### src/rtl/alarm_pkg.sv
// Shared definitions for the alarm path: FSM state encoding, clock digit widths
// and a counter-width helper.
package alarm_pkg;

  typedef enum logic [1:0] {
    IDLE   = 2'b00,
    RING   = 2'b01,
    SNOOZE = 2'b10
  } alarm_state_e;

  // BCD-style digit widths, shared with the timekeeping and alarm-setting stages
  localparam int H1_W = 2;
  localparam int H2_W = 4;
  localparam int M1_W = 3;
  localparam int M2_W = 4;
  localparam int S1_W = 3;
  localparam int S2_W = 4;

  // Width of a counter that must reach max(a,b)-1 without wrapping (min 1 bit)
  function automatic int cnt_width(input int a, input int b);
    int m;
    m = (a > b) ? a : b;
    return (m < 2) ? 1 : $clog2(m);
  endfunction

endpackage

### src/rtl/alarm_tick_timer.sv
// Seconds counter advanced by the 1 Hz tick. Synchronous clear has priority;
// done pulses on the tick that reaches the terminal count (inclusive).
module alarm_tick_timer #(
  parameter int W = 9
) (
  input  logic         clk,
  input  logic         rst_n,
  input  logic         clr,
  input  logic         tick,
  input  logic [W-1:0] term,
  output logic         done
);

  logic [W-1:0] cnt;

  assign done = tick & (cnt == term);

  // Count ticks; restart on clear or when the terminal count is consumed
  always_ff @(posedge clk or negedge rst_n) begin
    if (!rst_n) begin
      cnt <= '0;
    end else if (clr || done) begin
      cnt <= '0;
    end else if (tick) begin
      cnt <= cnt + W'(1);
    end
  end

endmodule

### src/rtl/alarm_trigger.sv
// Alarm ring/snooze controller. Fires on the first clock of a matching HH:MM:00
// and drives the buzzer until stopped, snoozed or timed out.
//
//   state  | meaning
//   IDLE   | armed or disarmed, waiting for a fresh match
//   RING   | buzzer toggles each second, RING_SECS until auto-stop
//   SNOOZE | silent for SNOOZE_SECS, then back to RING
module alarm_trigger
  import alarm_pkg::*;
#(
  parameter int RING_SECS   = 60,
  parameter int SNOOZE_SECS = 300,
  parameter int MAX_SNOOZE  = 3
) (
  input  logic            clk,
  input  logic            rst,
  input  logic            tick_1hz,
  input  logic            alarm_en,
  input  logic [H1_W-1:0] H1,
  input  logic [H2_W-1:0] H2,
  input  logic [M1_W-1:0] M1,
  input  logic [M2_W-1:0] M2,
  input  logic [S1_W-1:0] S1,
  input  logic [S2_W-1:0] S2,
  input  logic [H1_W-1:0] AH1,
  input  logic [H2_W-1:0] AH2,
  input  logic [M1_W-1:0] AM1,
  input  logic [M2_W-1:0] AM2,
  input  logic            stop,
  input  logic            snooze,
  output logic            ringing,
  output logic            snoozing,
  output logic            buzzer
);

  localparam int CW = cnt_width(RING_SECS, SNOOZE_SECS);
  localparam int SW = (MAX_SNOOZE < 1) ? 1 : $clog2(MAX_SNOOZE + 1);
  localparam logic [CW-1:0] RING_TERM   = CW'(RING_SECS - 1);
  localparam logic [CW-1:0] SNOOZE_TERM = CW'(SNOOZE_SECS - 1);
  localparam logic [SW-1:0] SNZ_MAX     = SW'(MAX_SNOOZE);

  logic [1:0]    state, state_d;
  logic          phase, phase_d;
  logic [SW-1:0] snz_num, snz_d;
  logic          match, match_q, trig;
  logic          tmr_clr, tmr_done;
  logic [CW-1:0] tmr_term;

  assign match = (H1 == AH1) && (H2 == AH2) && (M1 == AM1) && (M2 == AM2) &&
                 (S1 == '0) && (S2 == '0);

  // Rising-edge of match; reset value 1 keeps a reset release inside a
  // matching second from ringing
  always_ff @(posedge clk or negedge rst) begin
    if (!rst) match_q <= 1'b1;
    else      match_q <= match;
  end

  assign trig = match & ~match_q & alarm_en;

  assign tmr_term = (state == SNOOZE) ? SNOOZE_TERM : RING_TERM;

  alarm_tick_timer #(.W(CW)) u_timer (
    .clk   (clk),
    .rst_n (rst),
    .clr   (tmr_clr),
    .tick  (tick_1hz),
    .term  (tmr_term),
    .done  (tmr_done)
  );

  // Next-state: disarm, then stop, then snooze, then tick timeout
  always_comb begin
    state_d = state;
    phase_d = phase;
    snz_d   = snz_num;
    tmr_clr = 1'b0;
    if (!alarm_en) begin
      state_d = IDLE;
      phase_d = 1'b0;
      tmr_clr = 1'b1;
    end else begin
      case (state)
        IDLE: begin
          tmr_clr = 1'b1;
          if (trig) begin
            state_d = RING;
            snz_d   = '0;
            phase_d = 1'b1;
          end
        end
        RING: begin
          if (stop) begin
            state_d = IDLE;
            phase_d = 1'b0;
            tmr_clr = 1'b1;
          end else if (snooze && (snz_num < SNZ_MAX)) begin
            state_d = SNOOZE;
            snz_d   = snz_num + SW'(1);
            phase_d = 1'b0;
            tmr_clr = 1'b1;
          end else if (tick_1hz) begin
            phase_d = ~phase;
            if (tmr_done) begin
              state_d = IDLE;
              phase_d = 1'b0;
              tmr_clr = 1'b1;
            end
          end
        end
        SNOOZE: begin
          if (stop) begin
            state_d = IDLE;
            phase_d = 1'b0;
            tmr_clr = 1'b1;
          end else if (tmr_done) begin
            state_d = RING;
            phase_d = 1'b1;
            tmr_clr = 1'b1;
          end
        end
        default: begin
          state_d = IDLE;
          phase_d = 1'b0;
          tmr_clr = 1'b1;
        end
      endcase
    end
  end

  // State, buzzer phase and snooze tally
  always_ff @(posedge clk or negedge rst) begin
    if (!rst) begin
      state   <= IDLE;
      phase   <= 1'b0;
      snz_num <= '0;
    end else begin
      state   <= state_d;
      phase   <= phase_d;
      snz_num <= snz_d;
    end
  end

  assign ringing  = (state == RING);
  assign snoozing = (state == SNOOZE);
  assign buzzer   = (state == RING) & phase;

endmodule

### config.mk
export PLATFORM = sky130hd
export DESIGN_NAME = alarm_trigger
export DESIGN_NICKNAME = d
export VERILOG_FILES = /design/src/rtl/alarm_pkg.sv /design/src/rtl/alarm_tick_timer.sv /design/src/rtl/alarm_trigger.sv
export SDC_FILE = /design/constraint.sdc
export NUM_CORES = 1
export LEC_CHECK = 0
export BUFFER_PORTS_ARGS = -buffer_cell sky130_fd_sc_hd__buf_2
export CAP_MARGIN = 25
export CORE_UTILIZATION = 42
export DETAILED_ROUTE_END_ITERATION = 7
export GPL_ROUTABILITY_DRIVEN = 0
export GPL_TIMING_DRIVEN = 1
export PLACE_DENSITY = 0.66
export SLEW_MARGIN = 20
export SYNTH_ARGS = -nofsm -noshare
export SYNTH_HDL_FRONTEND = slang
export SYNTH_HIERARCHICAL = 1
export SYNTH_SLANG_ARGS = --single-unit
### constraint.sdc
create_clock -name clk -period 7.1 [get_ports clk]
set_input_delay 0.355 -clock clk [delete_from_list [all_inputs] [get_ports clk]]
set_output_delay 0.355 -clock clk [all_outputs]
set_load 0.01 [all_outputs]
* Word level (Yosys, flattened, before mapping)
Cells that the tools add are included.
Widths: inputs -> output; s select.
** Word-level totals
- Bits in registers :: 15
- Bits of input ports :: 39
- Output and inout port bits :: 3
- Logic and storage cells :: 75
** Operators by class
- Add/subtract/negate cells :: 2
- $lt $le $gt $ge :: 1
- Equality and inequality tests :: 14
- Mux-type cells :: 32
- Bitwise logic cells :: 6
- Reduce and logical (&&, ||, !) cells :: 15
** Operators with widths (number)
- $mux 9 :: 3
- $mux 2 :: 11
- $mux 1 :: 14
- $add 9x1->9 const B :: 1
- $eq 9x9->1 :: 1
- $eq 4x4->1 :: 2
- $logic_and 1x1->1 :: 6
- $pmux 2 s3 :: 1
- $ne 5x3->1 const B :: 1
- $ne 5x4->1 const B :: 1
- $reduce_and 5->1 :: 1
- $and 1x1->1 :: 4
- $logic_not 4->1 :: 1
- $ne 2x2->1 const B :: 2
- $ne 4x3->1 const B :: 1
- $pmux 2 s2 :: 1
- $reduce_and 4->1 :: 1
- $reduce_bool 2->1 :: 2
- $eq 3x3->1 :: 1
- $logic_not 3->1 :: 1
- $ne 3x3->1 const B :: 1
- $pmux 1 s3 :: 1
- $reduce_and 3->1 :: 1
- $add 2x1->2 const B :: 1
- 9 further kinds :: 10

* Longest topological paths before layout
- Depth after elaboration :: 12
- Depth in mapped cells :: 10
- Gate-level depth less buffers :: 10

* Modules after synthesis
The synthesis kept the hierarchy.
** Modules (own cells, without submodules)
- alarm_trigger :: times used 1, cells an instance 72, area an instance 618.1 um2, sequential area each 151.4 um2
- alarm_tick_timer :: times used 1, cells an instance 51, area an instance 530.5 um2, sequential area each 225.2 um2

* Least setup slack after synthesis
Ideal clock, no wire load.
- Path kind :: reg2reg
- Start :: register state[0]
- End :: register u_timer.cnt[0]
- Setup time :: 146 ps
- Data arrival time :: 2202 ps
- Slack :: 4752 ps
- Cell stages (with the launch flop) :: 10
- Buffers on the path :: 1
- Path through :: dfrtp_1 inv_1 ha_1 xnor2_1 nand4_1 nor4_4 o21ai_0 o2111ai_1 buf_1 nor3_1
** Between the ends
- Cells in the longest elaborated chain, start to end :: 12
- Elaborated cells on any way between the ends :: 15
- Classes of those cells :: 3 x eq/ne; 9 x mux; 1 x bitwise; 2 x reduce/logical
** RTL lines
- from (decl) :: RTL line alarm_trigger.sv:42 : logic [1:0] state, state_d;
- from (signal assigned) :: RTL line alarm_trigger.sv:138 : state <= state_d;
- $eq 2x2->1 *
- named net snoozing :: RTL line alarm_trigger.sv:32 : output logic snoozing,
- $mux 9 * :: RTL line alarm_trigger.sv:61 : assign tmr_term = (state == SNOOZE) ? SNOOZE_TERM : RING_TERM;
- $eq 9x9->1 * :: RTL line alarm_tick_timer.sv:16 : assign done = tick & (cnt == term);
- $and 1x1->1 * :: RTL line alarm_tick_timer.sv:16
- named net tmr_done :: RTL line alarm_trigger.sv:46 : logic tmr_clr, tmr_done;
- $mux 1 * :: RTL line alarm_trigger.sv:104, alarm_trigger.sv:116
- $mux 1 :: RTL line alarm_trigger.sv:102 : end else if (tick_1hz) begin
- $mux 1 :: RTL line alarm_trigger.sv:97 : end else if (snooze && (snz_num < SNZ_MAX)) begin
- $mux 1 :: RTL line alarm_trigger.sv:93 : if (stop) begin
- $pmux 1 s2 * :: RTL line alarm_trigger.sv:83 : case (state)
- $mux 1 * :: RTL line alarm_trigger.sv:78 : if (!alarm_en) begin
- named net tmr_clr :: RTL line alarm_trigger.sv:46
- $logic_or 1x1->1 * :: RTL line alarm_tick_timer.sv:22 : end else if (clr || done) begin
- $mux 9 / $reduce_bool 2->1 (equally long branches)
- to (signal assigned) :: RTL line alarm_tick_timer.sv:25 : cnt <= cnt + W'(1);
- to (decl) :: RTL line alarm_tick_timer.sv:14 : logic [W-1:0] cnt;
The timed path passes the listed nets; every way through them passes the cells marked *.
A chain may end at the register's enable or synchronous reset.

* Final worst setup path
- Start :: register state[0]
- End :: register state[0]
** Between the ends
- Cells in the longest elaborated chain, start to end :: 6
- Elaborated cells on any way between the ends :: 13
- Classes of those cells :: 7 x eq/ne; 3 x mux; 1 x bitwise; 2 x reduce/logical
** RTL lines
- $eq 2x2->1 * :: RTL line alarm_trigger.sv:61
- $mux 9 * :: RTL line alarm_trigger.sv:61
- named net tmr_term[4] :: RTL line alarm_trigger.sv:47 : logic [CW-1:0] tmr_term;
- $eq 9x9->1 * :: RTL line alarm_tick_timer.sv:16
- $and 1x1->1 * :: RTL line alarm_tick_timer.sv:16
- named net tmr_done :: RTL line alarm_trigger.sv:46
- $ne 5x3->1 (no line) / $ne 4x3->1 (equally long branches)
- $reduce_and 4->1 (no line) *
Marks and branches as above.

==> flow_metrics.tcl <==
set metrics [dict create \
    htreeDepth 1 \
    skew_ns 0.003480 \
    period_needed_ns 2.600 \
    finalSetupViolations 0 \
    setup_slack_ns 4.500 \
    post-place-ws_ns 4.482 \
    power_density_nw_per_um2 169.6 \
    grt_pass1_wl_mm 4.140 \
    dieArea_um2 2948 \
    syn_to_final_growth_pct 25.60 \
    io_buffer_count 41 \
    cts_tree "done" \
    p_leak_uw 0.0006606 \
    clk_root_buffer_cell "clkbuf_4" \
    clock-sinks 15 \
    maxCapViolations 0 \
    diodes 0 \
    r2r_setup_slack_ns 4.50 \
    tightest_slew_ns 0.7507 \
    seq_power_share 0.425 \
    ys_warn_count 6 \
    yosys.area.top_type_share 0.3050 \
    track_usage 0.1922 \
    synth_area_leaders "dfrtp_1 31%, xnor2_1 12%, xor2_1 11%" \
    antenna_found_initial 0 \
    ir_drop_v 0.0001710 \
    reg2regPathDepth 10 \
    avgViaCountPerCell 5.010 \
    ys_ff_latch 15 \
    p_int_uw 161.1 \
    wl_mm 2.409 \
    drc 0 \
    switching_share 0.3413 \
    final_cells 203 \
    clkPwrFrac 0.192 \
    fin_nets 219 \
    synth_top_area_cell "dfrtp_1" \
    cp-end-kind "register" \
    grt_max_degree 16 \
    synth.avg_cell_area_um2 9.338 \
    timing.rr.end "state[0]" \
    initial_core_util 0.4554 \
    crit_type "register to register" \
    synth_cell_types 34 \
    detail-route-antenna-nets 0 \
    die_w_um 54.30 \
    overflow 0 \
    drv_slew 0 \
    hold_class "primary input to register" \
    dr.first_iter.drc_count 17 \
    syn_inst 123 \
    fin_tns_setup_ns 0 \
    fmax_ghz 0.3846 \
    via_count 1017 \
    cp_data_arrival_time_ns 2.77 \
    grt_pass1_vias 987 \
    routedWlPerCell_um 11.87 \
    dp_cells 198 \
    drive_gt1_frac 0.2890 \
    hold_end "match_q" \
    drtPass1Iterations 4 \
    die_h_um 54.30 \
    syn_area_um2 1149 \
    cts-buffers-inserted 3 \
    crit_fanout 13 \
    finalCritPeriodShare 0.3663 \
    dp_hpwl_mm 1.981 \
    core_area_um2 2522 \
    r2r_start "state[0]" \
    max-clock-path-buffers 2 \
    cts.reportedPaths.clkPinSlew_ns 0.08 \
    finalHoldViolCount 0 \
    placed_cell_area_um2 1406 \
    ys_async_sr_fraction 1.000 \
    rsz0062_at_grt "no" \
    min_path_cells 4 \
    yosysSeqAreaShare 0.3279 \
    final_cell_area_um2 1443 \
    max-slew-margin-rel 0.4990 \
    combPwrFrac 0.382 \
    nFillCells 239 \
    post_cts_resized 0 \
    clock_latency_ns 0.28 \
    required_ns 7.27 \
    critPathLaunchType "register" \
    outcome "completed" \
    fp-row-count 18 \
    p_switching_uw 83.48 \
    synth_edf_count 0 \
    holdCritStartpoint "M2[3]" \
    io_pins 42 \
    synth_flop_cell "dfrtp_1" \
]
==> layout make-up <==
| class | instances | area, um2 | area share |
|---|---|---|---|
| Timing Repair Buffer | 42 | 215.2 | 0.1492 |
| Inverter | 6 | 22.52 | 0.01561 |
| Sequential cell | 15 | 376.6 | 0.2611 |
| Multi-Input combinational cell | 106 | 764.5 | 0.5299 |
| Tap cell | 30 | 37.54 | 0.02602 |
| Clock buffer | 4 | 26.28 | 0.01821 |
==> layer usage <==
metal,global-route usage,part of all wire,vias up
met4,0.03419,0,0
li1,-,-,519
met1,0.2405,0.44,480
met2,0.3374,0.53,18
met3,0.04444,0.029,0
met5,0,0,-
==> worst max-delay path by stage <==
| stage | start | endpoint | slack, ns | cells after the start |
|---|---|---|---|---|
| 3_3_place_gp | state[0] | state[0] | 4.57 | 9 |
| 5_1_grt | state[0] | u_timer/cnt[6] | 4.21 | 9 |
| 6_report | state[0] | state[0] | 4.50 | 10 |
| 2_1_floorplan | state[0] | u_timer/cnt[0] | 4.75 | 9 |
| 3_5_place_dp | state[0] | state[0] | 4.48 | 10 |
| 4_1_cts | state[0] | u_timer/cnt[3] | 4.46 | 9 |
==> worst max-delay path, stage by stage (launching register included) <==
cell and delay (ns):
dfrtp_1 0.42, inv_1 0.09, ha_1 0.26, inv_1 0.09, xnor2_1 0.18, nand4_1 0.16, nor4_4 0.53, nor2_1 0.14
o21ai_0 0.22, o21ai_1 0.12, mux2_2 0.28
==> logic make-up after synthesis <==
group	synth area share
flip-flops	0.3279
AO/OA/AOI/OAI	0.06427
multiplexers	0.04575
XOR/XNOR	0.2288
buffers and inverters	0.02287
adder cells (fa/ha/maj)	0.06536
AND/OR/NAND/NOR	0.2386
other	0.006538
==> Yosys cell counts, drive strengths merged (5+ instances only) <==
| master | count |
|---|---|
| nor3 | 11 |
| inv | 6 |
| dfrtp | 14 |
| nor2 | 7 |
| ha | 6 |
| nor4 | 5 |
| nand4 | 5 |
| o21ai | 5 |
| xor2 | 14 |
| xnor2 | 16 |
| nand2 | 7 |
==> power groups by stage <==
stage / combinational [uW] / sequential [uW] / clock (uW)
finish: 93.5 / 104 / 47.1
global route: 105 / 106 / 53.7
CTS: 94.6 / 104 / 51.0
detailed placement: 93.3 / 106 / 0
global placement: 91.1 / 105 / 0
floorplan: 63.9 / 103 / 0
==> state kept, by name, indices dropped and copies added, names as in the netlist <==
signal,count
state,2
match_q,1
snz_num,2
u_timer/cnt,9
phase,1
==> metrics by stage <==
stage | utilization | power [uW] | hold slack, ns
after floorplan | - | 167.2 | 0.05941
after global placement | 0.5575 | 195.9 | 0.2775
after detailed placement | 0.5575 | 199.0 | 0.2803
after CTS | 0.5719 | 249.5 | 0.3552
after global routing | 0.5719 | 263.9 | 0.3739
final | 0.5719 | 244.6 | 0.3618
==> cells in the final DEF (no fill, tap or decap), drive strengths merged <==
| cell type | Yosys | final |
|---|---|---|
| a21oi | 2 | 2 |
| a31oi | 1 | 1 |
| and2 | 1 | 1 |
| and3 | 1 | 1 |
| and4 | 1 | 1 |
| buf | 1 | 41 |
| clkbuf | 0 | 4 |
| conb | 2 | 7 |
| dfrtp | 14 | 14 |
| dfstp | 1 | 1 |
| dlygate4sd3 | 0 | 1 |
| ha | 6 | 6 |
| inv | 6 | 6 |
| mux2 | 2 | 2 |
| mux2i | 3 | 3 |
| nand2 | 7 | 7 |
| nand2b | 3 | 3 |
| nand3 | 2 | 2 |
| nand4 | 5 | 5 |
| nor2 | 7 | 7 |
| nor2b | 2 | 2 |
| nor3 | 11 | 11 |
| nor3b | 1 | 1 |
| nor4 | 5 | 5 |
| o2111ai | 1 | 1 |
| o21ai | 5 | 5 |
| o221ai | 1 | 1 |
| o2bb2ai | 1 | 1 |
| or4 | 1 | 1 |
| xnor2 | 16 | 16 |
| xor2 | 14 | 14 |
==> what timing repair did <==
item	4_1_cts	5_1_grt
endpoints found under the hold margin	14	0
hold buffers	1	0
buffers inserted	0	0
Power figures use the tool's default switching activity.
